===== config.mk =====
export PLATFORM = sky130hd
export DESIGN_NAME = serial_subtractor
export DESIGN_NICKNAME = d
export VERILOG_FILES = /design/src/rtl/serial_subtractor.sv
export SDC_FILE = /design/constraint.sdc
export NUM_CORES = 1
export LEC_CHECK = 0
export ABC_AREA = 1
export CAP_MARGIN = 20
export CORE_ASPECT_RATIO = 0.7
export CORE_MARGIN = 3
export CORE_UTILIZATION = 30
export DETAILED_ROUTE_END_ITERATION = 10
export MAX_ROUTING_LAYER = met4
export SLEW_MARGIN = 15
export SYNTH_ARGS = -nofsm -noshare
export SYNTH_HDL_FRONTEND = slang
export SYNTH_SLANG_ARGS = --single-unit

===== constraint.sdc =====
create_clock -name clk_i -period 1.8 [get_ports clk_i]
set_clock_uncertainty 0.15 [all_clocks]
set_input_delay 0.36 -clock clk_i [delete_from_list [all_inputs] [get_ports clk_i]]
set_output_delay 0.36 -clock clk_i [all_outputs]
set_load 0.01 [all_outputs]

===== src/rtl/serial_subtractor.sv =====
// Bit-serial a - b (a + ~b + 1), one bit per cycle LSB first; done_o pulses WIDTH cycles after start.
// No backpressure: start_i is ignored while busy, and a start in the DONE cycle is taken back-to-back.
module serial_subtractor #(
   parameter int WIDTH = 8
) (
   input  logic             clk_i,
   input  logic             rst_ni,
   input  logic             start_i,
   input  logic [WIDTH-1:0] a_i,
   input  logic [WIDTH-1:0] b_i,
   output logic             busy_o,
   output logic             done_o,
   output logic [WIDTH-1:0] diff_o,
   output logic             borrow_o,
   output logic             ovf_o
);

   localparam int CW = (WIDTH > 2) ? $clog2(WIDTH) : 1;
   localparam logic [1:0] S_IDLE = 2'd0;
   localparam logic [1:0] S_RUN  = 2'd1;
   localparam logic [1:0] S_DONE = 2'd2;
   localparam logic [CW-1:0] LAST_BIT = CW'(WIDTH - 1);

   logic [1:0]       state_q, state_d;
   logic [WIDTH-1:0] a_q, a_d;
   logic [WIDTH-1:0] b_q, b_d;
   logic [WIDTH-1:0] res_q, res_d;
   logic             carry_q, carry_d;
   logic [CW-1:0]    cnt_q, cnt_d;
   logic             busy_q, busy_d;
   logic             done_q, done_d;
   logic [WIDTH-1:0] diff_q, diff_d;
   logic             borrow_q, borrow_d;
   logic             ovf_q, ovf_d;

   logic bit_a, bit_nb, sum_bit, carry_out;

   // Single full-adder cell operating on the current LSBs of the shift registers.
   assign bit_a     = a_q[0];
   assign bit_nb    = ~b_q[0];
   assign sum_bit   = bit_a ^ bit_nb ^ carry_q;
   assign carry_out = (bit_a & bit_nb) | (bit_a & carry_q) | (bit_nb & carry_q);

   always_comb begin
      state_d  = state_q;
      a_d      = a_q;
      b_d      = b_q;
      res_d    = res_q;
      carry_d  = carry_q;
      cnt_d    = cnt_q;
      busy_d   = busy_q;
      done_d   = 1'b0;
      diff_d   = diff_q;
      borrow_d = borrow_q;
      ovf_d    = ovf_q;

      case (state_q)
         S_RUN: begin
            a_d     = {1'b0, a_q[WIDTH-1:1]};
            b_d     = {1'b0, b_q[WIDTH-1:1]};
            res_d   = {sum_bit, res_q[WIDTH-1:1]};
            carry_d = carry_out;
            cnt_d   = cnt_q + CW'(1);
            if (cnt_q == LAST_BIT) begin
               // carry_q here is the carry into the MSB; carry_out is the final carry.
               diff_d   = {sum_bit, res_q[WIDTH-1:1]};
               borrow_d = ~carry_out;
               ovf_d    = carry_q ^ carry_out;
               busy_d   = 1'b0;
               done_d   = 1'b1;
               state_d  = S_DONE;
            end
         end
         default: begin
            if (state_q == S_DONE) begin
               state_d = S_IDLE;
            end
            if (start_i) begin
               a_d     = a_i;
               b_d     = b_i;
               res_d   = '0;
               carry_d = 1'b1;
               cnt_d   = '0;
               busy_d  = 1'b1;
               state_d = S_RUN;
            end
         end
      endcase
   end

   always_ff @(posedge clk_i or negedge rst_ni) begin
      if (!rst_ni) begin
         state_q  <= S_IDLE;
         a_q      <= '0;
         b_q      <= '0;
         res_q    <= '0;
         carry_q  <= 1'b0;
         cnt_q    <= '0;
         busy_q   <= 1'b0;
         done_q   <= 1'b0;
         diff_q   <= '0;
         borrow_q <= 1'b0;
         ovf_q    <= 1'b0;
      end else begin
         state_q  <= state_d;
         a_q      <= a_d;
         b_q      <= b_d;
         res_q    <= res_d;
         carry_q  <= carry_d;
         cnt_q    <= cnt_d;
         busy_q   <= busy_d;
         done_q   <= done_d;
         diff_q   <= diff_d;
         borrow_q <= borrow_d;
         ovf_q    <= ovf_d;
      end
   end

   assign busy_o   = busy_q;
   assign done_o   = done_q;
   assign diff_o   = diff_q;
   assign borrow_o = borrow_q;
   assign ovf_o    = ovf_q;

endmodule


Word level (Yosys, flattened, before mapping):

Index checks and enable logic that the tools add are counted.

* bits of input ports: 19
* output and inout bits: 12
* word-level logic and storage cells: 49
* bits in registers: 42

* reduce and logical (&&, ||, !) cells: 5
* equal/unequal tests: 4
* mux-type cells: 18
* add/subtract/negate cells: 1
* bitwise operators: 10

Operators by type and width (number)
* 2-to-1 mux 8 bit: 6
* 2-to-1 mux 2 bit: 4
* 2-to-1 mux 1 bit: 6
* 2-to-1 mux 3 bit: 2
* AND reduction 2 bit: 3
* adder 3 x 1 -> 3 bit, second input constant: 1
* AND 1 bit: 3
* == test 3 bit, second input constant: 1
* nonzero test 3 bit: 1
* bitwise XOR 1 bit: 3
* == test 2 x 1 -> 1 bit, second input constant: 1
* == test 2 bit, second input constant: 1
* inequality test 2 bit, second input constant: 1
* inverter 1 bit: 2
* OR 1 bit: 2
* nonzero test 2 bit: 1

Longest topological paths before layout:

Gate-level depths: netlist of run 1.

* word-level depth: 5
* depth in mapped cells: 7
* mapped depth without buffers: 7

Worst setup path before layout of run 1:

Ideal clock, no wire load.

* path kind: register to register
* start point: reg cnt_q[0]
* end point: reg borrow_q (netlist: borrow_o)
* library setup time: 117 ps
* arrival time: 1087 ps
* cell stages (with the launch flop): 8
* slack: 447 ps
* data required time: 1533 ps
* clock period less this slack: 1353 ps
* path through: dfrtp_1 ha_1 ha_1 inv_1 nor2_1 buf_4 nand2_1 nand2_1

* cells in the longest elaborated chain, start to end: 2

RTL lines
* start, declared: line 29 `logic [CW-1:0] cnt_q, cnt_d;`
* start signal, assigned: line 110 `cnt_q <= cnt_d;`
* == test 3 bit: line 64 `if (cnt_q == LAST_BIT) begin`
* AND reduction 2 bit (no line)
* end signal, assigned: line 114 `borrow_q <= borrow_d;`
* end, declared: line 33 `logic borrow_q, borrow_d;`

Every way passes these cells.
A chain may end at the register's enable or synchronous reset.

Worst setup path after layout of run 1:

* start point: reg busy_q (netlist: busy_o)
* end point: out busy_o

RTL lines
* start, declared: line 30 `logic busy_q, busy_d;`
* start signal, assigned: line 111 `busy_q <= busy_d;`
* end, declared: line 11 `output logic busy_o,`

No word-level cell between the ends.

==> results of run 1 <==
## through the flow
stage                     power [uW]  std cells  util, %
final                           3970        309     39.5
after global routing            4350        309     39.5
after CTS                       4040        309     39.4
after detailed placement        3250        300     37.3
after global placement          3220        300     37.3
after floorplan                 2950        203        -
## final timing paths
kind,cells after the start,to,slack [ps]
max in group asynchronous,3,b_q[3]$_DFFE_PN0P_,870
hold reg to reg,2,ovf_o$_DFFE_PN0P_,320
hold / removal,2,ovf_o$_DFFE_PN0P_,320
setup / recovery,1,busy_o,70
setup reg to reg,6,carry_q$_DFFE_PN0P_,260
min in group asynchronous,3,done_o$_DFF_PN0_,420
## sequential cells by signal (all words and copies together), names as in the netlist
| register | flops |
|---|---|
| a_q | 8 |
| b_q | 8 |
| borrow_o | 1 |
| busy_o | 1 |
| carry_q | 1 |
| cnt_q | 3 |
| diff_o | 8 |
| done_o | 1 |
| ovf_o | 1 |
| res_q | 7 |
| state_q | 2 |
## tightest hold or removal path, delay by kind of cell (launching register included)
kind             cells  cell delay [ps]
and+or+nand+nor      2               90
DFF                  1              350
## layout by cell type, fill, tap and decap left out, types with 2 or more instances in the layout
| master | n |
|---|---|
| nor2_1 | 2 |
| nand2_1 | 72 |
| o21ai_0 | 2 |
| buf_4 | 4 |
| dfrtp_1 | 41 |
| nor2_2 | 2 |
| clkbuf_8 | 6 |
| ha_1 | 2 |
| inv_1 | 6 |
| nand2_2 | 2 |
| clkdlybuf4s50_1 | 29 |
| nand3_2 | 10 |
| nand3_1 | 47 |
## final cells by class
cell class / instances / area (um^2) / area share, %
clock buffer: 7 / 86.3 / 3.71
clock inverter: 1 / 30.0 / 1.29
inverter: 8 / 32.5 / 1.40
multi-input combinational: 141 / 704 / 30.3
sequential: 41 / 1030 / 44.1
tap: 75 / 93.8 / 4.03
timing repair buffer: 36 / 355 / 15.3
## routing by layer
| metal | routed length (um) | share of wire [%] | GRT usage, % | up-vias |
|---|---|---|---|---|
| li1 | - | - | - | 712 |
| met1 | 1920 | 51 | 16.2 | 677 |
| met5 | 0 | 0 | - | - |
| met3 | 154 | 4.1 | 3.36 | 8 |
| met4 | 60 | 1.6 | 4.48 | 0 |
| met2 | 1620 | 43 | 16.8 | 19 |
## power groups by stage
stage | Clock (uW) | Sequential, uW | Combinational (uW)
after floorplan | 0 | 1580 | 1370
after global placement | 0 | 1570 | 1650
after detailed placement | 0 | 1570 | 1680
after CTS | 793 | 1560 | 1690
after global routing | 819 | 1620 | 1910
final | 764 | 1560 | 1660
## cells by family after synthesis
kind of cell	count (synthesis)	synth area share [%]
AO/OA/AOI/OAI	2	0.531
adder cells (fa/ha/maj)	3	2.39
buffers and inverters	21	8.36
flip-flops	41	54.4
AND/OR/NAND/NOR	136	34.3
## what timing repair did
item,in CTS,in global routing
buffers inserted,0,0
hold buffers,1,0
hold endpoints to repair,41,0
gates resized for setup,0,1
setup endpoints to repair,0,10
==> flow_summary.toml, run 1 <==
[min_path]
min_from = "ovf_o$_DFFE_PN0P_"
hold_path.class = "reg2reg"

[placed_design]
place_area_um2 = 2200
place_ws_ps = 102
port_buffers = 30
hpwl_um = 2430
place.gp.congestion = 0.683

[pwr]
seq_power_share_pct = 39.1
cellLeakagePower_uw = 0.00112
internal_power_uw = 2450
switching_share_pct = 38.4
power_switching_uw = 1530
pwr_density_cell_nw_per_um2 = 1710
combPwrFrac_pct = 41.7
vdd_ir_drop_max_uv = 497
p_clk_share_pct = 19.2

[run_status]
status = "complete, no violations"

[yosys]
yosysWarnings = 0
yosysSeqAreaShare_pct = 54.4
yosysTopAreaCellShare_pct = 54.4
ys_seq_elements = 41
async_flop_share_pct = 100
syn_area_um2 = 1890
synth_ff_type = "dfrtp_1"
syn-num-nets = 225
synth_edf_count = 0
synth_cells = 203
synth.area.top_cells = "dfrtp_1 54%, nand2_1 14%, nand3_1 12%"
synth_common_cells = "72 x nand2_1, 47 x nand3_1, 41 x dfrtp_1"
synth.most_common_cell = "nand2_1"
avgSynthCellArea_um2 = 9.29
ys_types = 18
synth_area_leader_cell = "dfrtp_1"

[setup_path]
crit_fanout = 2
cpPeakStageDelay_ps = 550
arrival_ps = 1220
r2r_start = "state_q[1]$_DFFE_PN0P_"
critPathLaunch = "busy_o$_DFFE_PN0P_"
cp_slowest_cell = "clkdlybuf4s50_1"
critical_path_class = "reg2out"
crit_path_end_kind = "output port"
crit_chain = "clkdlybuf4s50_1"
crit_family = "buffers and inverters"
worstSetupStartpointType = "register"
crit_buf_inv = 1
critPathRequiredTime_ps = 1290

[clocking]
clk_pin_slew_worst_paths_ps = 80
cts-htree-levels = 2
clkLatencyLatePin_ps = 290
numCtsBuffers = 5
cts.sinks = 41
clockBufferDepth = 2
cts-root-buf = "clkbuf_8"
cts_tree = "done"

[timing]
rsz0062_at_grt = "no"
whs_ps = 322
post-route-period-util_pct = 95.9
finalSetupTns_ps = 0
setup_slack_ps = 74.4
timing_hold_violations_final = 0
slew_viol_final = 0
fmax_ghz = 0.579
worst_pin_slew_ps = 491
relSlewSlack_pct = 67.2
min_period_ps = 1730
setup_viol = 0

[floorplanning]
start_util_pct = 32.0
rows = 23
coreArea_um2 = 5900
ios = 31
die_w_um = 101
die_h_um = 72.3
dieArea_um2 = 7290

[cells_and_area]
fin_area_um2 = 2330
areaGrowthSynthToFinish_pct = 23.5
nets = 255
antennaDiodeCount = 0
drive_gt1_share_pct = 12.8
fillers = 602

[global_route]
grt_pass1_wl_um = 6620
grt_overflow = 0
grt_usage_pct = 11.9
antenna_found_initial = 0
grt_max_degree = 47
first_global_vias = 1402

[detailed_routing]
drt_iter0_drc = 44
drt-total-wl_um = 3760
vias = 1416
wl_per_cell_um = 12.2
ant_nets = 0
remaining_drc_errors = 0
viasPerCell = 4.58
firstDrtPassIters = 4

[flow_run]
max_cap_viol_count = 0
Power figures use the tool's default switching activity.
==> run 2, diff against run 1 <==
--- a/config.mk
+++ b/config.mk
@@ -11,7 +11,7 @@
 export CORE_MARGIN = 3
 export CORE_UTILIZATION = 30
 export DETAILED_ROUTE_END_ITERATION = 10
-export MAX_ROUTING_LAYER = met4
+export HOLD_SLACK_MARGIN = 0.12
 export SLEW_MARGIN = 15
 export SYNTH_ARGS = -nofsm -noshare
 export SYNTH_HDL_FRONTEND = slang
==> constraint.sdc (replaced) <==
create_clock -name clk_i -period 2.1 [get_ports clk_i]
set_clock_uncertainty 0.15 [all_clocks]
set_input_delay 0.42 -clock clk_i [delete_from_list [all_inputs] [get_ports clk_i]]
set_output_delay 0.42 -clock clk_i [all_outputs]
set_load 0.01 [all_outputs]
==> flow_summary.toml, run 2 (synthesis gave the netlist of run 1 again) <==
[detailed_routing]
ant_nets = 0
highest_layer = "met4"
drt_iter0_drc = 64
remaining_drc_errors = 0
drt-met1-wl_um = 1810
firstDrtPassIters = 4
vias = 1389
viasPerCell = 4.51
wl_per_cell_um = 11.8
dr_wl_met3_um = 182
wl_met2_um = 1620
drt-total-wl_um = 3640

[placed_design]
port_buffers = 30
place.gp.congestion = 0.711
hpwl_um = 2380

[global_route]
first_global_vias = 1383
grt_overflow = 0
grt_usage_pct = 11.3
antenna_found_initial = 0
grt_max_degree = 47
grt_pass1_wl_um = 6440

[floorplanning]
coreArea_um2 = 5900
start_util_pct = 32.0
die_h_um = 72.3
dieArea_um2 = 7290
ios = 31
rows = 23
die_w_um = 101

[clocking]
cts-htree-levels = 2
cts.sinks = 41
clk_pin_slew_worst_paths_ps = 70
clkLatencyLatePin_ps = 280
numCtsBuffers = 5
cts-root-buf = "clkbuf_8"
clockBufferDepth = 2
cts_setup_buffers = 0
cts_resized = 0
cts_tree = "done"
hold_buffers = 1

[cells_and_area]
antennaDiodeCount = 0
nets = 255
drive_gt1_share_pct = 12.0
areaGrowthSynthToFinish_pct = 21.1
final_cell_mix = "72 x nand2_1, 47 x nand3_1, 41 x dfrtp_1"
fillers = 612
final_common_cell = "nand2_1"

[setup_path]
critPathRequiredTime_ps = 1530
crit_path_end_kind = "output port"
arrival_ps = 1180
crit_chain = "clkdlybuf4s50_1"
cpPeakStageDelay_ps = 540
crit_buf_inv = 1
r2r_setup_slack_ps = 410
crit_family = "buffers and inverters"
worstSetupStartpointType = "register"
critical_path_class = "reg2out"
crit_fanout = 2
cp_slowest_cell = "clkdlybuf4s50_1"

[pwr]
vdd_ir_drop_max_uv = 487
pwr_density_cell_nw_per_um2 = 1420
cellLeakagePower_uw = 0.00111

[timing]
slew_viol_final = 0
whs_ps = 318
worst_pin_slew_ps = 659
post-route-period-util_pct = 83.3
relSlewSlack_pct = 55.9
finalSetupTns_ps = 0
timing_hold_violations_final = 0
min_period_ps = 1750
setup_viol = 0
rsz0062_at_grt = "no"
fmax_ghz = 0.572

[min_path]
hold_path.class = "reg2reg"

[flow_run]
max_cap_viol_count = 0

[run_status]
status = "complete, no violations"
[run 2: cell types whose count changed in the layout (fill, tap and decap cells not counted)]
cell and change:
buf_12 -1, buf_4 +1, bufinv_16 -1, nor2_1 +1, nor2_2 -1
[run 2: final timing paths]
check / startpoint / cells past startpoint / end
min: ovf_o$_DFFE_PN0P_ / 2 / ovf_o$_DFFE_PN0P_
min in group asynchronous: rst_ni / 3 / diff_o[7]$_DFFE_PN0P_
min reg2reg: ovf_o$_DFFE_PN0P_ / 2 / ovf_o$_DFFE_PN0P_
max in group asynchronous: rst_ni / 3 / res_q[3]$_DFFE_PN0P_
max reg2reg: cnt_q[0]$_DFFE_PN0P_ / 6 / diff_o[1]$_DFFE_PN0P_
max: busy_o$_DFFE_PN0P_ / 1 / busy_o
[run 2: per-stage QoR]
stage               total power (uW)  util [%]  cells  setup WS [ps]  instance area [um^2]
finish                          3250      38.7    308            350                  2280
floorplan                       2530         -    203            747                  1890
global route                    3580      38.7    308            135                  2280
global placement                2750      37.1    300            404                  2190
detailed placement              2780      37.1    300            376                  2190
CTS                             3300      38.7    308            326                  2280
[run 2: power by group]
group / switching (uW) / total, uW / internal [uW]
sequential: 198 / 1330 / 1130
clock: 255 / 516 / 261
combinational: 832 / 1410 / 578
[run 2: metal layers]
layer | vias to the layer above | global-route usage [%]
li1 | 714 | -
met4 | 0 | 2.24
met1 | 644 | 15.5
met3 | 4 | 5.19
met2 | 27 | 16.5
met5 | - | 0
[run 2: cell type report]
class                   count  area, um^2  area share [%]
clock buffers               7        86.3            3.78
multi-input cells         141         702            30.7
inverters                   8        32.5            1.42
flip-flops and latches     41        1030            44.9
repair buffers             36         343            15.0
well taps                  75        93.8            4.11
==> run 3, diff against run 2 <==
==> constraint.sdc (replaced) <==
create_clock -name clk_i -period 1.5 [get_ports clk_i]
set_clock_uncertainty 0.15 [all_clocks]
set_input_delay 0.3 -clock clk_i [delete_from_list [all_inputs] [get_ports clk_i]]
set_output_delay 0.3 -clock clk_i [all_outputs]
set_load 0.01 [all_outputs]
==> flow_summary.toml, run 3 (synthesis gave the netlist of run 1 again) <==
[cells_and_area]
antennaDiodeCount = 0
nets = 261
multi_input_comb_area_um2 = 723
final_util_pct = 40.3
seq_area_um2 = 1030
fin_area_um2 = 2370
drive_gt1_share_pct = 15.4
final_cell_mix = "72 x nand2_1, 47 x nand3_1, 41 x dfrtp_1"
areaGrowthSynthToFinish_pct = 25.9
final_common_cell = "nand2_1"
fillers = 578

[detailed_routing]
vias = 1404
drt-total-wl_um = 3660
ant_nets = 0
wl_per_cell_um = 11.6
remaining_drc_errors = 0
firstDrtPassIters = 4
viasPerCell = 4.46
drt_iter0_drc = 94

[clocking]
cts-htree-levels = 2
cts_setup_buffers = 0
clk_pin_slew_worst_paths_ps = 80
cts.sinks = 41
clkLatencyLatePin_ps = 290
clockBufferDepth = 2
numCtsBuffers = 5
cts-root-buf = "clkbuf_8"
cts_tree = "done"

[pwr]
p_clk_share_pct = 16.6
switching_share_pct = 39.8
power_switching_uw = 1860
combPwrFrac_pct = 43.9
cellLeakagePower_uw = 0.00119
pwr_density_cell_nw_per_um2 = 1970
internal_power_uw = 2820
seq_power_share_pct = 39.5
vdd_ir_drop_max_uv = 583

[timing]
post-route-period-util_pct = 93.8
timing_hold_violations_final = 0
worst_pin_slew_ps = 259
setup_viol = 0
min_period_ps = 1410
rsz0062_at_grt = "no"
relSlewSlack_pct = 82.8
slew_viol_final = 0
fmax_ghz = 0.711

[setup_path]
critPathLaunch = "diff_o[5]$_DFFE_PN0P_"
critical_path_class = "reg2out"
worstSetupStartpointType = "register"
crit_fanout = 2
arrival_ps = 960
crit_chain = "dlygate4sd2_1"
crit_buf_inv = 1
crit_family = "flip-flops"
crit_path_end_kind = "output port"
critPathRequiredTime_ps = 1050
r2r_start = "a_q[0]$_DFFE_PN0P_"
cp_slowest_cell = "dfrtp_1"
cpPeakStageDelay_ps = 390

[floorplanning]
ios = 31
coreArea_um2 = 5900
die_w_um = 101
rows = 23
die_h_um = 72.3
dieArea_um2 = 7290
start_util_pct = 32.0

[global_route]
grt_max_degree = 42
grt_overflow = 0
grt_pass1_wl_um = 6560
antenna_found_initial = 0
first_global_vias = 1355
grt_usage_pct = 11.3

[placed_design]
place_area_um2 = 2260
hpwl_um = 2440
place.gp.congestion = 0.722
port_buffers = 30

[min_path]
min_from = "ovf_o$_DFFE_PN0P_"
hold_path.class = "reg2reg"

[flow_run]
max_cap_viol_count = 0

[run_status]
status = "complete, no violations"
run 3: cell count changes in the layout (fill, tap and decap cells not counted):
| cell | before | now |
|---|---|---|
| buf_12 | 0 | 2 |
| buf_4 | 5 | 9 |
| clkbuf_1 | 1 | 0 |
| clkbuf_8 | 6 | 7 |
| clkdlybuf4s50_1 | 29 | 17 |
| clkinv_2 | 0 | 1 |
| dlygate4sd2_1 | 0 | 12 |
| nand2_2 | 2 | 1 |
| nand2_8 | 0 | 1 |
| nor2_1 | 3 | 2 |
| nor2_4 | 1 | 2 |
run 3: through the flow:
stage / power [uW] / TNS [ps] / worst slack (ps) / hold slack (ps) / instances
after floorplan: 3540 / 0 / 147 / -146 / 203
after global placement: 3970 / -1690 / -114 / 140 / 306
after detailed placement: 3990 / -1830 / -141 / 141 / 306
after CTS: 4720 / 0 / 38.3 / 330 / 315
after global routing: 5170 / 0 / 0.369 / 367 / 315
final: 4680 / 0 / 93.0 / 324 / 315
run 3: worst paths after layout:
check	to	slack [ps]	cells past startpoint
max in group asynchronous	a_q[3]$_DFFE_PN0P_	640	3
setup / recovery	diff_o[5]	90	1
hold / removal	ovf_o$_DFFE_PN0P_	320	2
min in group asynchronous	diff_o[6]$_DFFE_PN0P_	360	3
hold reg to reg	ovf_o$_DFFE_PN0P_	320	2
setup reg to reg	ovf_o$_DFFE_PN0P_	110	6
run 3: power groups by stage:
stage               Combinational (uW)  Clock [uW]  Sequential [uW]
finish                            2060         779             1850
global route                      2400         856             1910
CTS                               2060         811             1850
detailed placement                2120           0             1870
global placement                  2100           0             1870
floorplan                         1650           0             1890
run 3: metal layers:
layer | GRT usage (%) | routed length [um] | vias to the layer above
li1 | - | - | 728
met1 | 16.5 | 1960 | 650
met2 | 15.9 | 1500 | 21
met3 | 3.36 | 167 | 5
met4 | 3.59 | 31 | 0
met5 | 0 | 0 | -
run 3: tightest hold or removal path, delay by kind of cell, from the launching register on:
family        cells  cell delay (ps)
simple gates      2              100
flops             1              350
run 3: area by class of cell:
cell class	instances	share of cell area (%)
Multi-Input combinational cell	141	30.5
Clock buffer	7	4.06
Tap cell	75	3.95
Sequential cell	41	43.2
Timing Repair Buffer	42	16.8
Clock inverter	1	0.211
Inverter	8	1.37
run 3: repair_timing:
item / 4_1_cts / 5_1_grt
endpoints found under the setup margin: 25 / 12
hold buffers: 1 / 0
endpoints found under the hold margin: 41 / 0
pin swaps: 0 / 1
gates resized for setup: 14 / 2
==> edit, RTL diff (config.mk and constraints of run 2) <==
Set the parameter `WIDTH` to 4 (it was 8).
--- a/src/rtl/serial_subtractor.sv
+++ b/src/rtl/serial_subtractor.sv
@@ -1,7 +1,7 @@
 // Bit-serial a - b (a + ~b + 1), one bit per cycle LSB first; done_o pulses WIDTH cycles after start.
 // No backpressure: start_i is ignored while busy, and a start in the DONE cycle is taken back-to-back.
 module serial_subtractor #(
-   parameter int WIDTH = 8
+   parameter int WIDTH = 4
 ) (
    input  logic             clk_i,
    input  logic             rst_ni,
Ports: changed (resized a_i, b_i and diff_o); port bits go from 31 to 19. The function was not compared with the original's and may differ.
==> edit against run 2 <==
Area after synthesis shrank 44%. Worst setup slack improved by 0.033 ns. Power fell by 43%. Final cell count is 41% lower. Non-clock buffer count decreased by 16. Sequential cell count decreased by 17. Wire length down 47%. Design area decreased by 42%. Die area fell by 42%. Hold slack better by 0.010 ns. Via count is 43% lower.
==> edit: results (changes against run 2) <==
Status = finished, final reports clean (unchanged)
Most numerous cell in the Yosys netlist = nand2_1 (unchanged)
1st-iter DRT viols = 24 (was 64)
# fillers = 335 (was 612)
Via density = 4.319 (was 4.510)
Placer congestion estimate = 0.7323 (was 0.7111)
Psw = 0.7319 mW (was 1.285 mW)
Max rail drop VDD = 443.2 uV (was 487.1 uV)
Syn nets = 129 (was 225)
Worst-Margin Slew = 0.4252 ns (was 0.6590 ns)
Worst-Skew Late Latency = 0.26 ns (was 0.28 ns)
Worst reg-to-reg setup slack = 0.70 ns (was 0.41 ns)
RR Startpoint = a_q[0] (was cnt_q[0])
Final HPWL DP = 1361 um (was 2384 um)
P_leak = 0.6467 nW (was 1.106 nW)
Final wirelength = 1917 um (was 3636 um)
Seq/Total Area, Yosys = 0.5721 (was 0.5441)
Num CTS Buffers = 3 (was 5)
FF-to-FF End = ovf_o (was diff_o[1])
# nets final = 150 (was 255)
First-pass GRT wire length = 3394 um (was 6437 um)
Vias in the first global route = 754 (was 1383)
All-Layer GR Usage = 0.09762 (was 0.1132)
Top cells by area, synth = dfrtp_1, nand2_1, nand3_1, inv_1, nand2_4 (was dfrtp_1, nand2_1, nand3_1, nand3_2, buf_6)
Largest net degree at the start of global routing = 27 (was 47)
Worst path top cell family by delay = buffers and inverters (unchanged)
Yosys cell types = 13 (was 18)
Layout cells sized above 1 = 0.08148 (was 0.1202)
IO Port Bufs = 18 (was 30)
Worst EP arrival = 1.15 ns (was 1.18 ns)
Worst setup startpoint = diff_o[0] (was busy_o)
Htree depth = 1 (was 2)
Commonest cells in the netlist = nand2_1, nand3_1, dfrtp_1 (unchanged)
Ys Warns = 0 (unchanged)
Setup crit end = diff_o[0] (was busy_o)
## edit: changes by cell type in the layout (fill, tap and decap cells not counted), sizes merged
cell,change
nand3,-30
clkdlybuf4s50,-11
inv,+1
clkbuf,-4
o21ai,+2
ha,-1
nand2,-33
dlygate4sd3,-1
dfrtp,-17
buf,-4
## edit: power groups by stage
stage | clock network, mW | logic (mW) | registers (mW)
finish | 0.257 | 0.813 | 0.789
global route | 0.281 | 0.944 | 0.815
CTS | 0.269 | 0.829 | 0.793
detailed placement | 0 | 0.827 | 0.801
global placement | 0 | 0.801 | 0.792
floorplan | 0 | 0.566 | 0.804
## edit: stage by stage
step	instances	worst slack (ns)	hold WS [ns]	total power, mW	cell area [um2]
global route	182	0.3409	0.3657	2.040	1320
floorplan	116	0.7965	-0.02559	1.370	1050
finish	182	0.3829	0.3287	1.859	1320
detailed placement	179	0.3826	0.3134	1.628	1279
CTS	182	0.3688	0.3331	1.890	1320
global placement	179	0.4079	0.3067	1.592	1279
## edit: worst min-delay path by stage
stage / start / slack [ns] / cells past startpoint / to
2_1_floorplan: rst_ni / -0.03 / 0 / a_q[0]
3_5_place_dp: ovf_o / 0.31 / 2 / ovf_o
6_report: diff_o[2] / 0.33 / 2 / diff_o[2]
3_3_place_gp: ovf_o / 0.31 / 2 / ovf_o
4_1_cts: ovf_o / 0.33 / 2 / ovf_o
5_1_grt: borrow_o / 0.37 / 2 / borrow_o
## edit: cell families (layout without fill, tap and decap cells)
kind of cell / Yosys count / after routing / synth area share
simple gates: 73 / 73 / 0.3218
flops: 24 / 24 / 0.5721
fa+ha+maj: 2 / 2 / 0.03099
compound gates: 4 / 4 / 0.01907
buf+inv: 13 / 32 / 0.05602
## edit: layout make-up
class | count | area, um2 | share of cell area
flip-flops and latches | 24 | 600.6 | 0.4550
well taps | 47 | 58.81 | 0.04455
repair buffers | 20 | 195.2 | 0.1479
clock buffers | 3 | 41.29 | 0.03128
multi-input cells | 79 | 390.4 | 0.2957
inverters | 9 | 33.78 | 0.02559
## edit: metal layers
layer | global-route usage | share of wire | vias up
li1 | - | - | 408
met1 | 0.1215 | 0.49 | 355
met2 | 0.1650 | 0.45 | 23
met3 | 0.04072 | 0.065 | 0
met4 | 0.007752 | 0 | 0
met5 | 0 | 0 | -
